<file path="config.mk">
export PLATFORM = sky130hd
export DESIGN_NAME = spi_adc_responder
export DESIGN_NICKNAME = d
export VERILOG_FILES = /design/src/rtl/spi_adc_responder.sv
export SDC_FILE = /design/constraint.sdc
export NUM_CORES = 1
export LEC_CHECK = 0
export BUFFER_PORTS_ARGS = -buffer_cell sky130_fd_sc_hd__buf_4
export CAP_MARGIN = 20
export CORE_ASPECT_RATIO = 0.9
export CORE_MARGIN = 2
export CORE_UTILIZATION = 49
export DETAILED_ROUTE_END_ITERATION = 16
export MAX_ROUTING_LAYER = met4
export PLACE_DENSITY = 0.81
export SYNTH_ARGS = -nofsm -noshare
export SYNTH_HDL_FRONTEND = slang
export SYNTH_SLANG_ARGS = --single-unit
</file>
<file path="constraint.sdc">
create_clock -name clk -period 2.3 [get_ports clk]
set_clock_uncertainty 0.2 [all_clocks]
set_input_delay 0.115 -clock clk [delete_from_list [all_inputs] [get_ports clk]]
set_output_delay 0.115 -clock clk [all_outputs]
set_load 0.02 [all_outputs]
</file>
<file path="src/rtl/spi_adc_responder.sv">
// spi_adc_responder
// Stand-in for the serial ADC on the board side of the lab2 SPI link. It
// watches the reader's chip select (active low) and serial clock and shifts
// out a frame of FRAME_BITS bits, MSB first. The frame is made of leading
// zeros followed by a DATA_BITS-wide sample from the hold register.
//
// Ports
//   clk          system clock, all logic on its rising edge
//   rst          synchronous active-high reset
//   cs           chip select from the reader, active low, asynchronous
//   sck          serial clock from the reader, idles high, asynchronous
//   sdo          serial data to the reader, changes after sck falling edges
//   sample_in    next sample value
//   sample_valid loads sample_in into the hold register
//   busy         high while a frame is being shifted
//   frame_done   one-cycle pulse when a complete frame has been sent
//   frame_abort  one-cycle pulse when cs rises mid-frame
//   frame_count  completed frames, modulo 256
module spi_adc_responder #(
    parameter int DATA_BITS   = 12,
    parameter int FRAME_BITS  = 16,
    parameter int SYNC_STAGES = 2
) (
    input  logic                 clk,
    input  logic                 rst,
    input  logic                 cs,
    input  logic                 sck,
    output logic                 sdo,
    input  logic [DATA_BITS-1:0] sample_in,
    input  logic                 sample_valid,
    output logic                 busy,
    output logic                 frame_done,
    output logic                 frame_abort,
    output logic [7:0]           frame_count
);

    localparam int IDX_W = (FRAME_BITS > 1) ? $clog2(FRAME_BITS) : 1;

    typedef enum logic [1:0] {
        ST_IDLE  = 2'd0,
        ST_SHIFT = 2'd1,
        ST_DONE  = 2'd2
    } state_t;

    state_t state_reg;
    state_t state_next;

    // Bits [SYNC_STAGES-1:0] are the synchronizer, the top bit is the
    // extra flop holding the previous synchronized value for edge detection.
    logic [SYNC_STAGES:0] cs_pipe_reg;
    logic [SYNC_STAGES:0] sck_pipe_reg;
    logic                 cs_fall;
    logic                 cs_rise;
    logic                 sck_fall;

    logic [DATA_BITS-1:0]  hold_reg;
    logic [FRAME_BITS-1:0] frame_reg;
    logic [FRAME_BITS-1:0] frame_next;
    logic [IDX_W-1:0]      bit_idx_reg;
    logic [IDX_W-1:0]      bit_idx_next;
    logic                  sdo_reg;
    logic                  sdo_next;
    logic                  done_reg;
    logic                  done_next;
    logic                  abort_reg;
    logic                  abort_next;
    logic [7:0]            count_reg;
    logic [7:0]            count_next;

    assign cs_fall  =  cs_pipe_reg[SYNC_STAGES]  & ~cs_pipe_reg[SYNC_STAGES-1];
    assign cs_rise  = ~cs_pipe_reg[SYNC_STAGES]  &  cs_pipe_reg[SYNC_STAGES-1];
    assign sck_fall =  sck_pipe_reg[SYNC_STAGES] & ~sck_pipe_reg[SYNC_STAGES-1];

    // State and datapath registers. The synchronizers preset to the idle
    // level (high) so leaving reset never looks like an edge.
    always_ff @(posedge clk) begin
        if (rst) begin
            state_reg    <= ST_IDLE;
            cs_pipe_reg  <= '1;
            sck_pipe_reg <= '1;
            hold_reg     <= '0;
            frame_reg    <= '0;
            bit_idx_reg  <= '0;
            sdo_reg      <= 1'b0;
            done_reg     <= 1'b0;
            abort_reg    <= 1'b0;
            count_reg    <= '0;
        end else begin
            state_reg    <= state_next;
            cs_pipe_reg  <= {cs_pipe_reg[SYNC_STAGES-1:0], cs};
            sck_pipe_reg <= {sck_pipe_reg[SYNC_STAGES-1:0], sck};
            // The frame snapshot below reads the old hold value, so a load
            // coinciding with the cs fall is kept for the next frame.
            if (sample_valid) begin
                hold_reg <= sample_in;
            end
            frame_reg    <= frame_next;
            bit_idx_reg  <= bit_idx_next;
            sdo_reg      <= sdo_next;
            done_reg     <= done_next;
            abort_reg    <= abort_next;
            count_reg    <= count_next;
        end
    end

    // Next-state logic. A cs edge wins over an sck edge in the same cycle.
    always_comb begin
        state_next = state_reg;
        case (state_reg)
            ST_IDLE: begin
                if (cs_fall) begin
                    state_next = ST_SHIFT;
                end
            end
            ST_SHIFT: begin
                if (cs_rise) begin
                    state_next = ST_IDLE;
                end else if (sck_fall && (bit_idx_reg == '0)) begin
                    state_next = ST_DONE;
                end
            end
            ST_DONE: begin
                if (cs_rise) begin
                    state_next = ST_IDLE;
                end
            end
            default: state_next = ST_IDLE;
        endcase
    end

    // Output and datapath logic.
    always_comb begin
        frame_next   = frame_reg;
        bit_idx_next = bit_idx_reg;
        sdo_next     = sdo_reg;
        done_next    = 1'b0;
        abort_next   = 1'b0;
        count_next   = count_reg;
        case (state_reg)
            ST_IDLE: begin
                sdo_next = 1'b0;
                if (cs_fall) begin
                    frame_next   = FRAME_BITS'(hold_reg);
                    bit_idx_next = IDX_W'(FRAME_BITS - 1);
                    sdo_next     = frame_next[FRAME_BITS-1];
                end
            end
            ST_SHIFT: begin
                if (cs_rise) begin
                    sdo_next   = 1'b0;
                    abort_next = 1'b1;
                end else if (sck_fall) begin
                    if (bit_idx_reg == '0) begin
                        // Falling edge number FRAME_BITS: the last bit has
                        // been presented for a full sck period.
                        sdo_next   = 1'b0;
                        done_next  = 1'b1;
                        count_next = count_reg + 8'd1;
                    end else begin
                        bit_idx_next = bit_idx_reg - IDX_W'(1);
                        sdo_next     = frame_reg[bit_idx_next];
                    end
                end
            end
            ST_DONE: begin
                sdo_next = 1'b0;
            end
            default: begin
                sdo_next = 1'b0;
            end
        endcase
    end

    assign sdo         = sdo_reg;
    assign busy        = (state_reg == ST_SHIFT);
    assign frame_done  = done_reg;
    assign frame_abort = abort_reg;
    assign frame_count = count_reg;

endmodule

</file>
Word level (Yosys, flattened, before mapping) --
Index checks and enable logic that the tools add are counted.
Operators by class: add/sub/neg operators 2, equal/unequal tests 8, bitwise gates (word level) 9, reduce and logical (&&, ||, !) cells 11, mux-type cells 15, order comparisons 1
Operators with widths (count):
- $mux W4 | 4
- $add A8 B1 Y8 const B | 1
- $mux W2 | 4
- $ne A2 B2 Y1 const B | 4
- $pmux W4 S2 | 1
- $not A1 Y1 | 6
- $pmux W2 S3 | 1
- $lt A4 B5 Y1 const B | 1
- $reduce_and A5 Y1 | 1
- $bmux W1 S4 | 1
- $logic_not A4 Y1 | 1
- $mux W1 | 4
- $reduce_and A4 Y1 | 1
- $reduce_or A4 Y1 | 1
- $sub A4 B1 Y4 const B | 1
- $and A1 B1 Y1 | 3
- $ne A3 B1 Y1 const B | 1
- $reduce_and A3 Y1 | 1
- $reduce_or A3 Y1 | 1
- $eq A2 B1 Y1 const B | 1
- $eq A2 B2 Y1 const B | 1
- $logic_not A2 Y1 | 1
- $ne A2 B1 Y1 const B | 1
- $reduce_and A2 Y1 | 1
- 3 further kinds | 3
Storage, ports and cells: word-level logic and storage cells 56, output and inout bits 12, input port bits 17, bits in registers 47

Logic depth before layout (Yosys ltp) --
depth after elaboration 6, gate-level depth with buffers 8, depth with buffers taken out 6

Worst setup path after synthesis --
No wires, ideal clock.
path type register to register, start reg bit_idx_reg[0], end reg count_reg[6], in the netlist frame_count[6], required time 2.029 ns, stages on the path, launching flop included 8, setup time 0.071 ns, path buffers 1, slack 0.186 ns, arrival time 1.843 ns, period minus slack after synthesis 2.114 ns, path through dfxtp_1 -> clkbuf_1 -> inv_1 -> ha_1 -> nor3b_4 -> nand4_2 -> or4_1 -> a21oi_1
Between the ends: cells in the longest elaborated chain, start to end 2
Ends and longest elaborated chain:
- from (decl) | line 59 | logic [IDX_W-1:0] bit_idx_reg;
- from (signal assigned) | line 98 | bit_idx_reg <= bit_idx_next;
- $logic_not A4 Y1 | line 153 | if (bit_idx_reg == '0) begin
- $reduce_and A4 Y1 (no line)
- to (signal assigned) | line 102 | count_reg <= count_next;
- to (decl) | line 67 | logic [7:0] count_reg;
No other way between the ends. A chain may end at the register's enable or synchronous reset.

Worst setup path in the final report --
start reg bit_idx_reg[1], end reg count_reg[5], in the netlist frame_count[5]
The elaborated chain is that of the path after synthesis.

==> results.md <==
- Clock latency of the later-clocked register in the worst-skew pair: 0.30 ns
- Unrepaired setup endpoints after global routing: false
- Pre-antenna DRT Iters: 4
- Endpoint of the lowest-slack register-to-register path: frame_count[5]$_SDFFE_PP0P_
- Worst setup EP type: flop
- Total count of hold-check failures in the final report: 0
- Die Outline Area: 4345 sq um
- Critical path startpoint category: flop
- CP endpoint: frame_count[5]$_SDFFE_PP0P_
- Ant diodes: 0
- Slew at the pin closest to its max-slew limit: 0.5320 ns
- # nets final: 264
- Post-cts sizing count: 0
- Crit-path max FO: 9
- Highest ir drop seen on vdd: 0.3222 mV
- FF-to-FF setup slack: 0.18 ns
- Pin count of the biggest net entering global routing: 48
- Power Dens Cells: 631.4 nW/um^2
- Max-cap violations: 0
- Clock slew seen by the registers of the worst setup and hold paths: 0.09 ns
- Number of placed cells counting well taps: 268
- CTS Buffer Depth: 2
- Start point of the worst min-delay path: sample_valid
- Detailed Route WL: 3613 um
- Routability Congestion: 0.7703
- I/O pin count: 29
- Worst rel slew slack: 64.21%
- Share of layout cells above drive strength 1: 22.36%
- Leakage power summed over all cells: 0.9391 nW
- Number of global-route vias before repair: 1389
- Met1 usage: 21.44%
- Non-filler instance count after layout: 292
- Average routed wire per standard cell: 12.37 um
- Sequential cell area fraction in the yosys report: 50.10%
- Number of rows in the core area: 21
- Wire length of the first global-routing pass: 6168 um
- Number of register bits inferred by synthesis: 47
- Arrival time of the worst setup path: 2.15 ns
- Global-route layer with the greatest usage: met2
- Result of the run: finished, final reports clean
- DRC errors left: 0
- Synthesized netlist cell count: 201
- Share of the cycle needed by the critical path after routing: 92.38%
- Root buffer selected by CTS: sky130_fd_sc_hd__clkbuf_8
- Met3 Resource Use GR: 4.355%
- Clock tree from TritonCTS: built
- Class of the most critical hold timing path: in2reg
- Area added between synthesis and finish: 26.98%
- Vertical die dimension: 62.73 um
- 1st-iter DRT viols: 81
- Worst Hold Path Cells: 3
- Count of pins over their slew limit: 0
- Via density per instance: 5.178
- H-tree depth: 2
- Number of buffers inserted during clock tree synthesis: 5
- Placeable core region: 3705 sq um
- HPWL after DPL: 2373 um
- Total global-route track usage: 18.11%
- Number of antenna violations at the first check in global routing: 0
- Synth Cell Area: 1878 sq um
- Starting density of the core: 50.69%
- Met2 demand-to-capacity share in global routing: 29.69%
- Endpoint required time on the critical path: 2.33 ns
- Via count: 1512
- Number of warnings issued by yosys: 0
- Num Clock Sinks: 47
- Die width: 69.26 um
- Syn Nets: 220
- Total gr overflow: 0
- Average footprint of a synthesized cell: 9.344 sq um
- Final count of negative-setup-slack endpoints: 0
- Launch instance of the worst register-to-register path: bit_idx_reg[1]$_SDFFE_PP0P_
- Count of port buffers added during placement: 28
- Final sum of negative setup slack: 0 ns
- Count of cell types in the netlist: 33
- Clock period minus worst slack: 2.125 ns
- Worst-case reg-to-reg path depth: 6
- Maximum clock frequency: 0.4707 GHz
- Startpoint of the most critical setup path: bit_idx_reg[1]$_SDFFE_PP0P_
- Final antenna-violating net count: 0
- Worst Path Class, Setup: reg2reg
how the worst min path moves through the flow:
stage / to / slack [ns]
after floorplan: cs_pipe_reg[0]$_SDFF_PP1_ / 0.02
after CTS: hold_reg[7]$_SDFFE_PP0P_ / 0.03
after global placement: cs_pipe_reg[0]$_SDFF_PP1_ / 0.10
final: hold_reg[7]$_SDFFE_PP0P_ / 0.04
after global routing: hold_reg[3]$_SDFFE_PP0P_ / 0.05
after detailed placement: cs_pipe_reg[0]$_SDFF_PP1_ / 0.10
cells by family (layout without fill, tap and decap cells):
family	Yosys count	after routing	share of synthesized area (%)
flops	47	47	50.10
xor+xnor	3	3	1.399
buf+inv	16	61	3.264
fa+ha+maj	2	2	1.332
simple gates	81	81	21.59
mux	17	17	11.06
compound gates	35	35	11.26
cell usage after synthesis, drive strengths merged:
cell type | n | area share [%]
nand2 | 28 | 5.6
ha | 2 | 1.3
nor4b | 1 | 0.47
nand4 | 2 | 1.0
a211oi | 3 | 1.2
mux2i | 14 | 7.5
o21ai | 5 | 1.3
a21oi | 20 | 5.3
inv | 5 | 1.0
nor3 | 4 | 1.1
o2bb2ai | 1 | 0.47
clkbuf | 9 | 1.8
mux4 | 3 | 3.6
a41o | 1 | 0.53
dfxtp | 47 | 50
or4b | 1 | 0.53
nor4 | 1 | 0.33
nor2 | 19 | 3.8
nor2b | 3 | 1.0
nor3b | 1 | 1.0
nand3 | 6 | 1.6
or2 | 6 | 2.0
buf | 2 | 0.47
xor2 | 1 | 0.47
or3 | 3 | 1.0
xnor2 | 2 | 0.93
o41ai | 1 | 0.87
nand2b | 3 | 1.0
a31oi | 1 | 0.33
or4 | 3 | 1.2
o31ai | 3 | 1.2
per-layer routing:
layer	vias to the layer above	part of all wire, %
li1	782	-
met1	691	47
met2	32	47
met3	7	4.1
met4	0	1.7
met5	-	0
report_power, final:
group / internal, mW / switching (mW) / total, mW
Clock: 0.218 / 0.270 / 0.489
Sequential: 0.839 / 0.0167 / 0.855
Combinational: 0.0870 / 0.0749 / 0.162
Total: 1.14 / 0.362 / 1.51
cell usage in the layout, fill, tap and decap left out, drive strengths merged, types with 6 or more instances in the layout:
cell type / Yosys / routed
a21oi: 20 / 20
buf: 2 / 34
clkbuf: 9 / 6
dfxtp: 47 / 47
dlygate4sd3: 0 / 14
mux2i: 14 / 14
nand2: 28 / 28
nand3: 6 / 6
nor2: 19 / 19
or2: 6 / 6
what timing repair did:
item | CTS | global route
endpoints found under the setup margin | 0 | 2
endpoints found under the hold margin | 14 | 0
hold buffers | 14 | 0
buffers inserted | 0 | 2
critical path, stage by stage, from the launching register on:
cell and delay [ns]:
sky130_fd_sc_hd__dfxtp_1 0.33, sky130_fd_sc_hd__inv_1 0.06, sky130_fd_sc_hd__ha_1 0.21, sky130_fd_sc_hd__nor3b_4 0.32, sky130_fd_sc_hd__nand4_2 0.23, sky130_fd_sc_hd__or4_1 0.55, sky130_fd_sc_hd__a21oi_1 0.15
area by class of cell:
| type | instances | area (sq um) |
|---|---|---|
| well taps | 46 | 57.56 |
| inverters | 5 | 18.77 |
| clock inverters | 2 | 17.52 |
| fillers | 317 | 1320 |
| multi-input cells | 138 | 882.1 |
| repair buffers | 48 | 395.4 |
| flip-flops and latches | 47 | 940.9 |
| clock buffers | 6 | 72.57 |
per-stage QoR:
stage | utilization, % | total power, mW | hold slack [ns] | area (sq um) | worst slack, ns
finish | 64.37 | 1.506 | 0.03921 | 2385 | 0.1753
global route | 64.37 | 1.580 | 0.04767 | 2385 | 0.004788
CTS | 63.96 | 1.513 | 0.03401 | 2370 | 0.1378
detailed placement | 57.75 | 1.008 | 0.1028 | 2140 | 0.1557
global placement | 57.75 | 1.004 | 0.1014 | 2140 | 0.2581
floorplan | - | 0.9633 | 0.01881 | 1878 | 0.1864
No activity file was read; power rests on OpenSTA's default activity.
